$ cat config.mk
export PLATFORM = sky130hd
export DESIGN_NAME = xbar_master_interface
export DESIGN_NICKNAME = d
export VERILOG_FILES = /design/src/rtl/xbar_pkg.sv /design/src/rtl/rr_arbiter.sv /design/src/rtl/xbar_master_interface.sv
export SDC_FILE = /design/constraint.sdc
export NUM_CORES = 1
export LEC_CHECK = 0
export BUFFER_PORTS_ARGS = -buffer_cell sky130_fd_sc_hd__buf_4
export CORE_AREA = 2 2 200 202
export DETAILED_ROUTE_END_ITERATION = 10
export DIE_AREA = 0 0 202 204
export PLACE_DENSITY_LB_ADDON = 0.12
export SLEW_MARGIN = 20
export SYNTH_ARGS = -nofsm -noshare
export SYNTH_HDL_FRONTEND = slang
export SYNTH_SLANG_ARGS = --single-unit
$ cat constraint.sdc
create_clock -name ACLK -period 3.75 [get_ports ACLK]
set_input_delay 0.75 -clock ACLK [delete_from_list [all_inputs] [get_ports ACLK]]
set_output_delay 0.75 -clock ACLK [all_outputs]
set_load 0.005 [all_outputs]
$ cat src/rtl/xbar_pkg.sv
// Shared constants and ID helpers for the crossbar ports.
package xbar_pkg;

    localparam logic [1:0] AXI_RESP_OKAY   = 2'b00;
    localparam logic [1:0] AXI_RESP_SLVERR = 2'b10;
    localparam logic [1:0] AXI_RESP_DECERR = 2'b11;

    localparam logic [1:0] AXI_BURST_FIXED = 2'b00;
    localparam logic [1:0] AXI_BURST_INCR  = 2'b01;
    localparam logic [1:0] AXI_BURST_WRAP  = 2'b10;

    // Width of a master index; never zero so single-master builds still elaborate.
    function automatic int unsigned mst_width(input int unsigned n);
        return (n > 1) ? $clog2(n) : 1;
    endfunction

    function automatic logic [63:0] id_tag(input logic [63:0] m, input logic [63:0] id,
                                           input int unsigned id_width);
        return (m << id_width) | id;
    endfunction

    function automatic logic [63:0] id_untag(input logic [63:0] id, input int unsigned id_width,
                                             input int unsigned mst_w);
        return (id >> id_width) & ((64'd1 << mst_w) - 64'd1);
    endfunction

endpackage

$ cat src/rtl/rr_arbiter.sv
// Round-robin arbiter: lowest-numbered requester at or after the pointer wins.
module rr_arbiter #(
    parameter int N  = 2,
    parameter int IW = (N > 1) ? $clog2(N) : 1
) (
    input  logic          clk,
    input  logic          rst_n,
    input  logic [0:N-1]  req,
    input  logic          advance,
    output logic [0:N-1]  grant,
    output logic [IW-1:0] grant_idx
);
    logic [IW-1:0] ptr;
    logic          found;

    // NOTE: every output of a combinational block gets a default first, so no path leaves it unassigned (latch).
    always_comb begin
        grant     = '0;
        grant_idx = '0;
        found     = 1'b0;
        for (int k = 0; k < N; k++) begin
            if (!found && req[(int'(ptr) + k) % N]) begin
                found     = 1'b1;
                grant_idx = IW'((int'(ptr) + k) % N);
            end
        end
        if (found && advance) grant[grant_idx] = 1'b1;
    end

    // NOTE: state registers use non-blocking assignments so all flops update from pre-edge values.
    always_ff @(posedge clk or negedge rst_n) begin
        if (!rst_n)                ptr <= '0;
        else if (found && advance) ptr <= IW'((int'(grant_idx) + 1) % N);
    end

endmodule

$ cat src/rtl/xbar_master_interface.sv
// Crossbar port facing one outer AXI slave: AR/AW arbitration with ID tagging,
// W steering in AW-grant order, and single-entry R/B response slices.
module xbar_master_interface
    import xbar_pkg::*;
#(
    parameter int ID_WIDTH          = 4,
    parameter int IDS_WIDTH         = 8,
    parameter int ADDR_WIDTH        = 32,
    parameter int LEN_WIDTH         = 4,
    parameter int SIZE_WIDTH        = 3,
    parameter int DATA_WIDTH        = 32,
    parameter int STRB_WIDTH        = 4,
    parameter int masters           = 2,
    parameter int slaves            = 2,
    parameter int i_am_slave_number = 0,
    parameter int pending_depth     = 8
) (
    input  logic                   ACLK,
    input  logic                   ARESETn,
    input  logic [0:masters-1]     ar_req,
    input  logic [ID_WIDTH-1:0]    ARID_X    [masters],
    input  logic [ADDR_WIDTH-1:0]  ARADDR_X  [masters],
    input  logic [LEN_WIDTH-1:0]   ARLEN_X   [masters],
    input  logic [SIZE_WIDTH-1:0]  ARSIZE_X  [masters],
    input  logic [1:0]             ARBURST_X [masters],
    output logic [0:masters-1]     ar_grant,
    input  logic [0:masters-1]     aw_req,
    input  logic [ID_WIDTH-1:0]    AWID_X    [masters],
    input  logic [ADDR_WIDTH-1:0]  AWADDR_X  [masters],
    input  logic [LEN_WIDTH-1:0]   AWLEN_X   [masters],
    input  logic [SIZE_WIDTH-1:0]  AWSIZE_X  [masters],
    input  logic [1:0]             AWBURST_X [masters],
    output logic [0:masters-1]     aw_grant,
    input  logic [0:masters-1]     w_valid,
    input  logic [DATA_WIDTH-1:0]  WDATA_X   [masters],
    input  logic [STRB_WIDTH-1:0]  WSTRB_X   [masters],
    input  logic                   WLAST_X   [masters],
    output logic [0:masters-1]     w_pop,
    output logic                   r_empty,
    output logic [mst_width(masters)-1:0] r_dest_master,
    output logic [ID_WIDTH-1:0]    RID,
    output logic [DATA_WIDTH-1:0]  RDATA,
    output logic [1:0]             RRESP,
    output logic                   RLAST,
    input  logic [0:masters-1]     r_pop,
    output logic                   b_empty,
    output logic [mst_width(masters)-1:0] b_dest_master,
    output logic [ID_WIDTH-1:0]    BID,
    output logic [1:0]             BRESP,
    input  logic [0:masters-1]     b_pop,
    output logic [IDS_WIDTH-1:0]   ARID_S,
    output logic [ADDR_WIDTH-1:0]  ARADDR_S,
    output logic [LEN_WIDTH-1:0]   ARLEN_S,
    output logic [SIZE_WIDTH-1:0]  ARSIZE_S,
    output logic [1:0]             ARBURST_S,
    output logic                   ARVALID_S,
    input  logic                   ARREADY_S,
    output logic [IDS_WIDTH-1:0]   AWID_S,
    output logic [ADDR_WIDTH-1:0]  AWADDR_S,
    output logic [LEN_WIDTH-1:0]   AWLEN_S,
    output logic [SIZE_WIDTH-1:0]  AWSIZE_S,
    output logic [1:0]             AWBURST_S,
    output logic                   AWVALID_S,
    input  logic                   AWREADY_S,
    output logic [DATA_WIDTH-1:0]  WDATA_S,
    output logic [STRB_WIDTH-1:0]  WSTRB_S,
    output logic                   WLAST_S,
    output logic                   WVALID_S,
    input  logic                   WREADY_S,
    input  logic [IDS_WIDTH-1:0]   RID_S,
    input  logic [DATA_WIDTH-1:0]  RDATA_S,
    input  logic [1:0]             RRESP_S,
    input  logic                   RLAST_S,
    input  logic                   RVALID_S,
    output logic                   RREADY_S,
    input  logic [IDS_WIDTH-1:0]   BID_S,
    input  logic [1:0]             BRESP_S,
    input  logic                   BVALID_S,
    output logic                   BREADY_S
);
    localparam int MST_W = mst_width(masters);
    localparam int QW    = (pending_depth > 1) ? $clog2(pending_depth) : 1;
    localparam int CW    = $clog2(pending_depth + 1);

    if (IDS_WIDTH < ID_WIDTH + $clog2(masters)) begin : g_ids_check
        $error("IDS_WIDTH cannot hold the master tag");
    end
    if (i_am_slave_number >= slaves) begin : g_port_check
        $error("i_am_slave_number out of range");
    end

    // ---------------- AR ----------------
    logic             ar_free;
    logic [MST_W-1:0] ar_idx;
    logic [63:0]      ar_tag;

    assign ar_free = ~ARVALID_S | ARREADY_S;
    assign ar_tag  = id_tag(64'(ar_idx), 64'(ARID_X[ar_idx]), ID_WIDTH);

    rr_arbiter #(.N(masters), .IW(MST_W)) u_ar_arb (
        .clk(ACLK), .rst_n(ARESETn), .req(ar_req), .advance(ar_free),
        .grant(ar_grant), .grant_idx(ar_idx)
    );

    always_ff @(posedge ACLK or negedge ARESETn) begin
        if (!ARESETn) begin
            ARVALID_S <= 1'b0;
            ARID_S    <= '0;
            ARADDR_S  <= '0;
            ARLEN_S   <= '0;
            ARSIZE_S  <= '0;
            ARBURST_S <= '0;
        end else if (|ar_grant) begin
            ARVALID_S <= 1'b1;
            ARID_S    <= ar_tag[IDS_WIDTH-1:0];
            ARADDR_S  <= ARADDR_X[ar_idx];
            ARLEN_S   <= ARLEN_X[ar_idx];
            ARSIZE_S  <= ARSIZE_X[ar_idx];
            ARBURST_S <= ARBURST_X[ar_idx];
        end else if (ARREADY_S) begin
            ARVALID_S <= 1'b0;
        end
    end

    // ---------------- AW + W-order queue ----------------
    logic             aw_free;
    logic [MST_W-1:0] aw_idx;
    logic [63:0]      aw_tag;
    logic [MST_W-1:0] wq_mem [pending_depth];
    logic [QW-1:0]    wq_rd, wq_wr;
    logic [CW-1:0]    wq_count;
    logic             wq_empty, wq_full, wq_push, wq_pop;
    logic [MST_W-1:0] w_head;

    assign wq_empty = (wq_count == '0);
    assign wq_full  = (wq_count == CW'(pending_depth));
    // A full queue blocks AW even when WLAST frees a slot in the same cycle.
    assign aw_free  = (~AWVALID_S | AWREADY_S) & ~wq_full;
    assign aw_tag   = id_tag(64'(aw_idx), 64'(AWID_X[aw_idx]), ID_WIDTH);
    assign wq_push  = |aw_grant;
    assign wq_pop   = WVALID_S & WREADY_S & WLAST_S;

    rr_arbiter #(.N(masters), .IW(MST_W)) u_aw_arb (
        .clk(ACLK), .rst_n(ARESETn), .req(aw_req), .advance(aw_free),
        .grant(aw_grant), .grant_idx(aw_idx)
    );

    always_ff @(posedge ACLK or negedge ARESETn) begin
        if (!ARESETn) begin
            AWVALID_S <= 1'b0;
            AWID_S    <= '0;
            AWADDR_S  <= '0;
            AWLEN_S   <= '0;
            AWSIZE_S  <= '0;
            AWBURST_S <= '0;
        end else if (wq_push) begin
            AWVALID_S <= 1'b1;
            AWID_S    <= aw_tag[IDS_WIDTH-1:0];
            AWADDR_S  <= AWADDR_X[aw_idx];
            AWLEN_S   <= AWLEN_X[aw_idx];
            AWSIZE_S  <= AWSIZE_X[aw_idx];
            AWBURST_S <= AWBURST_X[aw_idx];
        end else if (AWREADY_S) begin
            AWVALID_S <= 1'b0;
        end
    end

    // NOTE: queue storage has no reset; only the pointers and count define validity.
    always_ff @(posedge ACLK) begin
        if (wq_push) wq_mem[wq_wr] <= aw_idx;
    end

    always_ff @(posedge ACLK or negedge ARESETn) begin
        if (!ARESETn) begin
            wq_rd    <= '0;
            wq_wr    <= '0;
            wq_count <= '0;
        end else begin
            if (wq_push) wq_wr <= (int'(wq_wr) == pending_depth - 1) ? '0 : wq_wr + QW'(1);
            if (wq_pop)  wq_rd <= (int'(wq_rd) == pending_depth - 1) ? '0 : wq_rd + QW'(1);
            case ({wq_push, wq_pop})
                2'b10:   wq_count <= wq_count + CW'(1);
                2'b01:   wq_count <= wq_count - CW'(1);
                default: wq_count <= wq_count;
            endcase
        end
    end

    always_comb begin
        w_head   = wq_mem[wq_rd];
        WVALID_S = 1'b0;
        WDATA_S  = '0;
        WSTRB_S  = '0;
        WLAST_S  = 1'b0;
        w_pop    = '0;
        if (!wq_empty) begin
            WVALID_S      = w_valid[w_head];
            WDATA_S       = WDATA_X[w_head];
            WSTRB_S       = WSTRB_X[w_head];
            WLAST_S       = WLAST_X[w_head];
            w_pop[w_head] = w_valid[w_head] & WREADY_S;
        end
    end

    // ---------------- R / B slices ----------------
    logic        r_full, b_full;
    logic [63:0] r_dest, b_dest;

    assign r_empty  = ~r_full;
    assign b_empty  = ~b_full;
    assign RREADY_S = ~r_full | (|r_pop);
    assign BREADY_S = ~b_full | (|b_pop);
    assign r_dest   = id_untag(64'(RID_S), ID_WIDTH, MST_W);
    assign b_dest   = id_untag(64'(BID_S), ID_WIDTH, MST_W);

    // A response whose tag names no existing master is accepted and silently dropped.
    always_ff @(posedge ACLK or negedge ARESETn) begin
        if (!ARESETn) begin
            r_full        <= 1'b0;
            r_dest_master <= '0;
            RID           <= '0;
            RDATA         <= '0;
            RRESP         <= '0;
            RLAST         <= 1'b0;
        end else if (RVALID_S & RREADY_S) begin
            r_full        <= (r_dest < 64'(masters));
            r_dest_master <= r_dest[MST_W-1:0];
            RID           <= RID_S[ID_WIDTH-1:0];
            RDATA         <= RDATA_S;
            RRESP         <= RRESP_S;
            RLAST         <= RLAST_S;
        end else if (|r_pop) begin
            r_full <= 1'b0;
        end
    end

    always_ff @(posedge ACLK or negedge ARESETn) begin
        if (!ARESETn) begin
            b_full        <= 1'b0;
            b_dest_master <= '0;
            BID           <= '0;
            BRESP         <= '0;
        end else if (BVALID_S & BREADY_S) begin
            b_full        <= (b_dest < 64'(masters));
            b_dest_master <= b_dest[MST_W-1:0];
            BID           <= BID_S[ID_WIDTH-1:0];
            BRESP         <= BRESP_S;
        end else if (|b_pop) begin
            b_full <= 1'b0;
        end
    end

    r_pop_onehot: assert property (@(posedge ACLK) disable iff (!ARESETn) $onehot0(r_pop));
    b_pop_onehot: assert property (@(posedge ACLK) disable iff (!ARESETn) $onehot0(b_pop));

endmodule

==> results of run 1 <==
[per-layer routing]
layer  wire [µm]  track usage (%)  up-vias
met1       11930            16.71     3424
met2       14340            22.95      276
met4         283            3.388        0
met3        2750            5.931       13
met5           0                0        -
li1            -                -     3573
[cells by family (layout without fill, tap and decap cells)]
logic type	count (synthesis)	after routing	share of synthesized area [%]
AOI/OAI and AO/OA	159	159	15.49
xor gates and xnor gates	3	3	0.3454
adders and majority gates	8	8	1.414
buffers and inverters	68	562	4.802
DFF	163	163	54.14
muxes	52	52	7.614
other	1	7	0.04929
and+or+nand+nor	290	290	16.15
[power breakdown]
part | switching (mW) | total (mW) | internal [mW]
registers | 0.339 | 2.56 | 2.22
clock network | 0.785 | 1.88 | 1.10
logic | 1.45 | 3.20 | 1.75
total | 2.57 | 7.64 | 5.07
[worst max-delay path by stage]
stage                               startpoint                       to
final                     wq_rd[0]$_DFFE_PN0P_              WDATA_S[27]
after global routing      wq_rd[0]$_DFFE_PN0P_              WDATA_S[15]
after CTS                 wq_rd[0]$_DFFE_PN0P_              WDATA_S[15]
after detailed placement             AWREADY_S      wq_mem[3]$_DFFE_PP_
after global placement               AWREADY_S      wq_mem[3]$_DFFE_PP_
after floorplan                      AWREADY_S  wq_count[3]$_DFFE_PN0P_
[final cells by class]
type | instances | area share [%]
Multi-Input combinational cell | 518 | 25.26
Antenna cell | 1 | 0.01993
Clock buffer | 22 | 4.026
Timing Repair Buffer | 519 | 31.36
Tap cell | 525 | 5.232
Clock inverter | 9 | 0.9269
Inverter | 12 | 0.3588
Sequential cell | 163 | 32.81
[placed cells by master (no fill, tap or decap), types with 3 or more instances in the layout]
| master | netlist | layout |
|---|---|---|
| a21o_1 | 7 | 7 |
| a21oi_1 | 5 | 5 |
| a22o_1 | 30 | 30 |
| a22o_2 | 8 | 8 |
| a22oi_1 | 49 | 49 |
| a31oi_1 | 45 | 45 |
| buf_12 | 0 | 3 |
| buf_4 | 10 | 515 |
| clkbuf_16 | 0 | 18 |
| clkbuf_8 | 0 | 4 |
| clkinv_4 | 0 | 3 |
| conb_1 | 1 | 6 |
| dfrtp_1 | 155 | 155 |
| edfxtp_1 | 8 | 8 |
| ha_1 | 7 | 7 |
| inv_1 | 11 | 10 |
| mux2_2 | 47 | 47 |
| mux2i_1 | 5 | 5 |
| nand2_1 | 194 | 194 |
| nand3_1 | 6 | 6 |
| nand4_1 | 5 | 5 |
| nor2_1 | 54 | 54 |
| nor2b_1 | 3 | 3 |
| nor3_1 | 5 | 4 |
| o21ai_0 | 9 | 8 |
| or3_1 | 4 | 4 |
[per-stage QoR]
| step | cells | setup slack [ps] |
|---|---|---|
| after detailed placement | 1737 | 885.6 |
| after CTS | 1768 | 408.8 |
| final | 1769 | 485.9 |
| after global routing | 1768 | 238.3 |
| after floorplan | 749 | 1127 |
| after global placement | 1737 | 874.8 |
[registers in the layout, summed over array words and instances, names as in the netlist, 4 cells and up]
| signal | flops |
|---|---|
| wq_count | 4 |
| wq_mem | 8 |
| AWID_S | 5 |
| ARLEN_S | 4 |
| RID | 4 |
| ARID_S | 5 |
| RDATA | 32 |
| AWLEN_S | 4 |
| ARADDR_S | 32 |
| BID | 4 |
| AWADDR_S | 32 |
[cells in the mapped netlist, drive strengths merged, types with 2 or more instances]
cell and instances:
a21o 7, a21oi 6, a22o 38, a22oi 49, a31oi 45, and2 2
and3 2, buf 34, clkbuf 22, dfrtp 155, edfxtp 8, ha 7
inv 12, mux2 47, mux2i 5, nand2 194, nand2b 2, nand3 6
nand3b 2, nand4 5, nor2 54, nor2b 3, nor3 6, nor3b 2
nor4 3, nor4b 2, o21ai 9, or3 4, xnor2 2
==> flow_metrics.py, run 1 <==
metrics = {
    "clocking": {
        "clkLatencyLatePin_ps": 440,
        "htree_levels": 4,
        "cts_setup_buffers": 0,
        "ctsResizeCount": 0,
        "cts_buffer_depth": 2,
        "postCtsHoldBufs": 0,
        "numCtsBuffers": 17,
        "cts_tree": "done",
        "cts_sinks": 163,
        "clkTransAtPathRegs_ps": 70,
        "cts-root-buf": "clkbuf_16",
    },
    "global_routing": {
        "grt_max_degree": 94,
        "grt_pass1_wl_um": 44280,
        "gr-usage-all-layers_pct": 13.91,
        "grt_pass1_vias": 7471,
        "antenna_found_initial": 0,
        "grt_overflow": 0,
    },
    "worst_setup_path": {
        "crit_fanout": 25,
        "crit_buf_inv": 2,
        "crit_required_ps": 3000,
        "startpoint_type": "flip-flop",
        "reg2reg_from": "wq_count[0]$_DFFE_PN0P_",
        "reg2reg_slack_ps": 930,
        "path_class": "flip-flop to output port",
        "cp_top_family": "flip-flops",
        "cp_num_cells": 6,
        "setup.worst_path.end_class": "output port",
        "worstReg2RegEnd": "wq_count[3]$_DFFE_PN0P_",
        "crit_path_max_incr_delay_ps": 560,
        "critical_path.slowest_cell": "dfrtp_1",
        "critPathArrivalTime_ps": 2510,
        "cp_cell_sequence": "mux2i_1, a22o_2, nor3_4, buf_12, a22o_1, buf_4",
        "reg2reg_depth": 9,
    },
    "placement": {
        "hpwl_um": 21540,
        "port_buffers": 506,
        "postPlaceCellArea_um2": 11930,
        "place_congestion": 0.7567,
    },
    "sta": {
        "rsz0062_at_grt": "false",
        "holdWs_ps": 288.1,
        "clock.fmax_ghz": 0.3064,
        "worst_slew_pin_slew_ps": 939.4,
        "post-route-min-period_ps": 3264,
        "fin_crit_sh_pct": 87.04,
        "finalHoldViolations": 0,
        "relSlewSlack_pct": 37.38,
        "setup_tns_ps": 0,
        "drv_slew": 0,
        "skew_ps": 11.27,
        "setup_viol": 0,
    },
    "yosys": {
        "synth_top_area_share_pct": 50.98,
        "avgSynthCellArea_um2": 10.23,
        "ys_seq_area_share_pct": 54.14,
        "syn_area_um2": 7609,
        "async_flop_share_pct": 95.09,
        "netlist_instances": 744,
        "synth-edff-count": 8,
        "synth_seq_cells": 163,
        "ys.flop_type": "dfrtp_1",
        "synth_warnings": 0,
        "synth_area_leader_cell": "dfrtp_1",
        "synthDistinctLibCells": 51,
        "ys_top_cells_by_area": "dfrtp_1, nand2_1, mux2_2",
    },
    "drt": {
        "routed-via-count": 7286,
        "drtIter0Drc": 367,
        "firstDrtPassIters": 6,
        "via_per_inst": 4.119,
        "finalWirelength_um": 29300,
        "wl_per_cell_um": 16.56,
        "remaining_drc_errors": 0,
        "antenna_left": 0,
    },
    "power": {
        "irDropWorstVdd_v": 0.0003156,
        "p_per_area_nw_per_um2": 608.5,
        "power_mw": 7.639,
        "power.leakage_nw": 6.197,
    },
    "final_layout": {
        "nNetsFinal": 1563,
        "area_growth_pct": 65.01,
        "drive_gt1_share_pct": 49.64,
        "seqCellArea_um2": 4119,
        "post-route-util_pct": 32.04,
        "fillerInstances": 4104,
        "multi_input_area_um2": 3172,
        "design_area_um2": 12550,
    },
    "run_status": {
        "status": "complete, no violations",
    },
    "die": {
        "ioPinCount": 519,
        "die_h_um": 204,
        "initial_core_util_pct": 19.42,
        "core_um2": 39180,
        "rows": 73,
        "die_area_um2": 41210,
        "fp.dieW_um": 202,
    },
    "flow_run": {
        "timing.max_cap.violations": 0,
    },
    "min_path": {
        "hold_class": "input pin to async pin",
    },
}
(Power assumes the default switching activity.)
==> inputs of run 2 (changes only) <==
ABC_AREA = 1   (was unset)
CORE_AREA = 2 2 199 201   (was 2 2 200 202)
DIE_AREA = 0 0 201 203   (was 0 0 202 204)
SLEW_MARGIN = unset   (was 20)
TNS_END_PERCENT = 100   (was unset)
==> flow_metrics.py, run 2 <==
metrics = {
    "worst_setup_path": {
        "cp_cell_sequence": "inv_2, nand2_1, nand3_1, nand3_2, nand2_4, nor2_8, nand2_1, nand2_1, buf_4",
        "critical_path.slowest_cell": "nor2_8",
        "crit_required_ps": 3000,
        "setup.worst_path.end_class": "output port",
        "startpoint_type": "flip-flop",
        "crit_fanout": 41,
        "crit_path_max_incr_delay_ps": 500,
        "path_class": "flip-flop to output port",
        "cpMostUsedCell": "nand2_1",
        "critPathArrivalTime_ps": 2460,
    },
    "final_layout": {
        "layout_commonest_cell": "buf_4",
        "design_area_um2": 12550,
        "n_antenna_cell": 0,
        "drive_gt1_share_pct": 44.86,
        "final_cell_mix": "buf_4, nand2_1, dfrtp_1",
        "area_growth_pct": 63.00,
        "fillerInstances": 4132,
        "reg_top3": "ARADDR_S x32, AWADDR_S x32, RDATA x32",
        "fin_cells": 1898,
        "post-route-util_pct": 32.63,
        "nNetsFinal": 1699,
    },
    "run_status": {
        "status": "complete, no violations",
    },
    "sta": {
        "relSlewSlack_pct": 52.03,
        "rsz0062_at_grt": "false",
        "fin_ws_ps": 543.0,
        "holdWs_ps": 316.9,
        "worst_slew_pin_slew_ps": 719.6,
        "setup_viol": 0,
        "skew_ps": 8.797,
        "drv_slew": 0,
        "setup_tns_ps": 0,
        "finalHoldViolations": 0,
        "post-route-min-period_ps": 3207,
        "clock.fmax_ghz": 0.3118,
        "fin_crit_sh_pct": 85.52,
    },
    "yosys": {
        "synth_area_leader_cell": "dfrtp_1",
        "synth_xor_area_share_pct": 0.3412,
        "synthAdderAreaFrac_pct": 1.397,
        "synth_top_area_share_pct": 50.37,
        "synth_commonest_cells": "nand2_1, dfrtp_1, nand3_1",
        "synth_seq_cells": 163,
        "avgSynthCellArea_um2": 8.820,
        "ys_top_cells_by_area": "dfrtp_1, nand2_1, nand3_1",
        "yosysMostFrequentCell": "nand2_1",
        "yosys.area_share.simple_pct": 30.66,
        "synth_warnings": 0,
        "async_flop_share_pct": 95.09,
        "ys_seq_area_share_pct": 53.49,
        "synth-edff-count": 8,
        "synth_compound_area_share_pct": 1.056,
        "synth_top_family_by_area": "simple AND/OR/NAND/NOR gates",
        "netlist_instances": 873,
        "synthMuxAreaShare_pct": 6.874,
        "synthDistinctLibCells": 31,
        "ys.flop_type": "dfrtp_1",
        "syn_area_um2": 7700,
    },
    "drt": {
        "remaining_drc_errors": 0,
        "routed-via-count": 7707,
        "via_per_inst": 4.061,
        "finalWirelength_um": 30270,
        "firstDrtPassIters": 5,
        "wl_per_cell_um": 15.95,
        "antenna_left": 0,
        "drtIter0Drc": 466,
    },
    "clocking": {
        "numCtsBuffers": 17,
        "cts-root-buf": "clkbuf_16",
        "clkTransAtPathRegs_ps": 70,
        "cts_sinks": 163,
        "postCtsHoldBufs": 0,
        "htree_levels": 4,
        "cts_tree": "done",
        "clkLatencyLatePin_ps": 440,
        "ctsResizeCount": 0,
        "cts_setup_buffers": 0,
        "cts_buffer_depth": 2,
    },
    "global_routing": {
        "antenna_found_initial": 0,
        "grt_pass1_wl_um": 46530,
        "gr-usage-all-layers_pct": 14.86,
        "grt_overflow": 0,
        "grt_pass1_vias": 7939,
        "grt_max_degree": 71,
    },
    "power": {
        "irDropWorstVdd_v": 0.0002938,
        "p_per_area_nw_per_um2": 613.9,
        "power.leakage_nw": 6.565,
        "power_mw": 7.705,
    },
    "placement": {
        "hpwl_um": 22740,
        "place_congestion": 0.8842,
        "port_buffers": 506,
        "dpl.cell_count": 1866,
        "post-place-ws_ps": 840.2,
        "postPlaceCellArea_um2": 11950,
    },
    "min_path": {
        "hold_class": "input pin to async pin",
    },
    "die": {
        "fp.dieW_um": 201,
        "core_um2": 38470,
        "die_area_um2": 40800,
        "ioPinCount": 519,
        "rows": 72,
        "die_h_um": 203,
        "initial_core_util_pct": 20.02,
    },
    "flow_run": {
        "timing.max_cap.violations": 0,
    },
}
## run 2: changes by cell type after synthesis, moves of 7 or more
cell      delta
a22o_2       -8
nor2_1      -35
a22oi_1     -49
a22o_1      -30
nand2_1    +187
inv_1       +21
a31oi_1     -45
clkbuf_1    -12
nand3_1    +128
a21o_1       -7
## run 2: logic make-up after synthesis
family          after synthesis
buf+inv                      86
compound gates               14
xor+xnor                      3
flops                       163
fa+ha+maj                     8
simple gates                551
other cells                   1
mux                          47
## run 2: critical path, delay by kind of cell (launching register included)
kind                   cells  cell delay [ps]
AND/OR/NAND/NOR            7             1340
flip-flops                 1              480
buffers and inverters      2              190
## run 2: area by class of cell
class                   count  area [µm²]  share of cell area [%]
clock buffers              19       452.9                   3.609
clock inverters            13       147.6                   1.176
inverters                  38       142.6                   1.136
multi-input cells         629        3136                   24.98
flip-flops and latches    163        4119                   32.82
well taps                 518       648.1                   5.164
repair buffers            518        3905                   31.11
## run 2: where the power goes
group          switching, mW  leakage (nW)  internal [mW]
sequential             0.282          1.94           2.24
clock                  0.806         0.301           1.03
combinational           1.70          4.33           1.65
## run 2: path summary, 6_finish.rpt
| path | end | slack [ps] | startpoint | cells past startpoint |
|---|---|---|---|---|
| max reg2reg | wq_count[3]$_DFFE_PN0P_ | 840 | wq_rd[0]$_DFFE_PN0P_ | 16 |
| max in group asynchronous | ARADDR_S[27]$_DFFE_PN0P_ | 2610 | ARESETn | 2 |
| max | WDATA_S[7] | 540 | wq_rd[0]$_DFFE_PN0P_ | 9 |
| min in group ACLK | AWID_S[4]$_DFFE_PN0P_ | 470 | AWID_S[4]$_DFFE_PN0P_ | 2 |
| min reg2reg | AWID_S[4]$_DFFE_PN0P_ | 470 | AWID_S[4]$_DFFE_PN0P_ | 2 |
| min | AWSIZE_S[1]$_DFFE_PN0P_ | 320 | ARESETn | 1 |
## run 2: metal layers
layer | up-vias | track usage, % | part of all wire [%]
li1 | 3763 | - | -
met1 | 3601 | 16.49 | 38
met2 | 309 | 26.53 | 51
met3 | 34 | 4.494 | 7.6
met4 | 0 | 5.926 | 2.6
met5 | - | 0 | 0
==> inputs of run 3 (changes only) <==
RECOVER_POWER = 25   (was unset)
SETUP_SLACK_MARGIN = 0.02   (was unset)
==> flow_metrics.py, run 3 (synthesized netlist as in run 2, its figures left out) <==
metrics = {
    "clocking": {
        "numCtsBuffers": 17,
        "cts_setup_buffers": 0,
        "clkTransAtPathRegs_ps": 70,
        "cts_sinks": 163,
        "clkLatencyLatePin_ps": 440,
        "cts-root-buf": "clkbuf_16",
        "htree_levels": 4,
        "ctsResizeCount": 0,
        "postCtsHoldBufs": 0,
        "cts_tree": "done",
        "cts_buffer_depth": 2,
    },
    "final_layout": {
        "n_antenna_cell": 0,
        "area_growth_pct": 62.53,
        "final_cell_mix": "buf_4, nand2_1, dfrtp_1",
        "nNetsFinal": 1699,
        "fillerInstances": 4139,
        "layout_commonest_cell": "buf_4",
        "post-route-util_pct": 32.53,
        "drive_gt1_share_pct": 44.57,
        "reg_top3": "ARADDR_S x32, AWADDR_S x32, RDATA x32",
    },
    "global_routing": {
        "gr-usage-all-layers_pct": 14.86,
        "grt_pass1_wl_um": 46530,
        "antenna_found_initial": 0,
        "use_met1_pct": 16.49,
        "met3_usage_pct": 4.494,
        "grt_max_degree": 71,
        "grt_overflow": 0,
        "grt_busiest_layer": "met2",
        "grt_pass1_vias": 7939,
        "met2_usage_pct": 26.53,
    },
    "flow_run": {
        "timing.max_cap.violations": 1,
    },
    "worst_setup_path": {
        "reg2reg_from": "wq_rd[0]$_DFFE_PN0P_",
        "path_class": "flip-flop to output port",
        "critPathArrivalTime_ps": 2450,
        "crit_path_start": "wq_rd[0]$_DFFE_PN0P_",
        "crit_fanout": 41,
        "crit_required_ps": 3000,
        "setup.worst_path.end_class": "output port",
        "startpoint_type": "flip-flop",
    },
    "sta": {
        "post-route-min-period_ps": 3200,
        "skew_ps": 9.300,
        "setup_tns_ps": 0,
        "rsz0062_at_grt": "false",
        "worst_slew_pin_slew_ps": 1849,
        "clock.fmax_ghz": 0.3125,
        "holdWs_ps": 474.5,
        "finalHoldViolations": 0,
        "fin_crit_sh_pct": 85.32,
        "setup_viol": 0,
        "drv_slew": 71,
        "relSlewSlack_pct": -23.30,
    },
    "drt": {
        "antenna_left": 0,
        "drtIter0Drc": 431,
        "firstDrtPassIters": 5,
        "remaining_drc_errors": 0,
        "finalWirelength_um": 30220,
        "routed-via-count": 7693,
        "via_per_inst": 4.053,
        "wl_per_cell_um": 15.92,
    },
    "min_path": {
        "hold_class": "flip-flop to flip-flop",
        "min-delay-start": "AWID_S[4]$_DFFE_PN0P_",
    },
    "die": {
        "fp.dieW_um": 201,
        "die_area_um2": 40800,
        "ioPinCount": 519,
        "initial_core_util_pct": 20.02,
        "core_um2": 38470,
        "rows": 72,
        "die_h_um": 203,
    },
    "placement": {
        "place_congestion": 0.8842,
        "port_buffers": 506,
        "hpwl_um": 22740,
    },
    "run_status": {
        "status": "finished, violations left",
        "violations": "max-capacitance violations, max-slew violations",
    },
    "power": {
        "irDropWorstVdd_v": 0.0002943,
        "power.leakage_nw": 6.545,
        "p_per_area_nw_per_um2": 614.7,
    },
}
run 3: cell count changes in the layout (fill, tap and decap cells not counted), sizes merged:
cell	previous run	this run
buf	518	512
clkbuf	19	25
run 3: worst paths after layout:
check                                           endpoint  slack [ps]  cells past startpoint
worst max-delay path                          WDATA_S[7]         550                      9
worst min register to register     AWID_S[4]$_DFFE_PN0P_         470                      2
worst max register to register   wq_count[3]$_DFFE_PN0P_         840                     16
worst min-delay path               AWID_S[4]$_DFFE_PN0P_         470                      2
max in group asynchronous       ARADDR_S[27]$_DFFE_PN0P_         900                      2
min in group asynchronous        AWSIZE_S[1]$_DFFE_PN0P_         790                      1
run 3: critical path, stage by stage, from the launching register on:
cell and delay (ps):
dfrtp_1 480, inv_2 90, nand2_1 70, nand3_1 70, nand3_2 130, nand2_4 290, nor2_8 500, nand2_1 170
nand2_1 100, buf_4 100
run 3: stage by stage:
| stage | instance area, µm² | instances | setup slack (ps) | power (mW) |
|---|---|---|---|---|
| 2_1_floorplan | 7719 | 878 | 1247 | 4.220 |
| 3_3_place_gp | 11950 | 1866 | 854.8 | 5.978 |
| 3_5_place_dp | 11950 | 1866 | 840.2 | 5.965 |
| 4_1_cts | 12550 | 1898 | 485.3 | 7.868 |
| 5_1_grt | 12510 | 1898 | 254.1 | 8.316 |
| 6_report | 12510 | 1898 | 550.4 | 7.693 |
run 3: where the power goes:
| part | leakage, nW | total (mW) | internal [mW] | switching (mW) |
|---|---|---|---|---|
| registers | 1.94 | 2.52 | 2.24 | 0.281 |
| clock network | 0.301 | 1.84 | 1.03 | 0.804 |
| logic | 4.31 | 3.34 | 1.64 | 1.70 |
| total | 6.54 | 7.69 | 4.91 | 2.78 |
run 3: layer usage:
layer  part of all wire, %  vias to the layer above  wire [µm]
met4                   2.6                        0        781
met2                    52                      308      15660
met3                   7.6                       34       2301
met5                     0                        -          0
met1                    38                     3588      11480
li1                      -                     3763          -
run 3: area by class of cell:
| cell class | count | area, µm² | area share [%] |
|---|---|---|---|
| multi-input combinational | 629 | 3132 | 25.02 |
| tap | 518 | 648.1 | 5.179 |
| timing repair buffer | 518 | 3872 | 30.94 |
| sequential | 163 | 4119 | 32.91 |
| clock buffer | 19 | 452.9 | 3.619 |
| inverter | 38 | 142.6 | 1.140 |
| clock inverter | 13 | 147.6 | 1.180 |
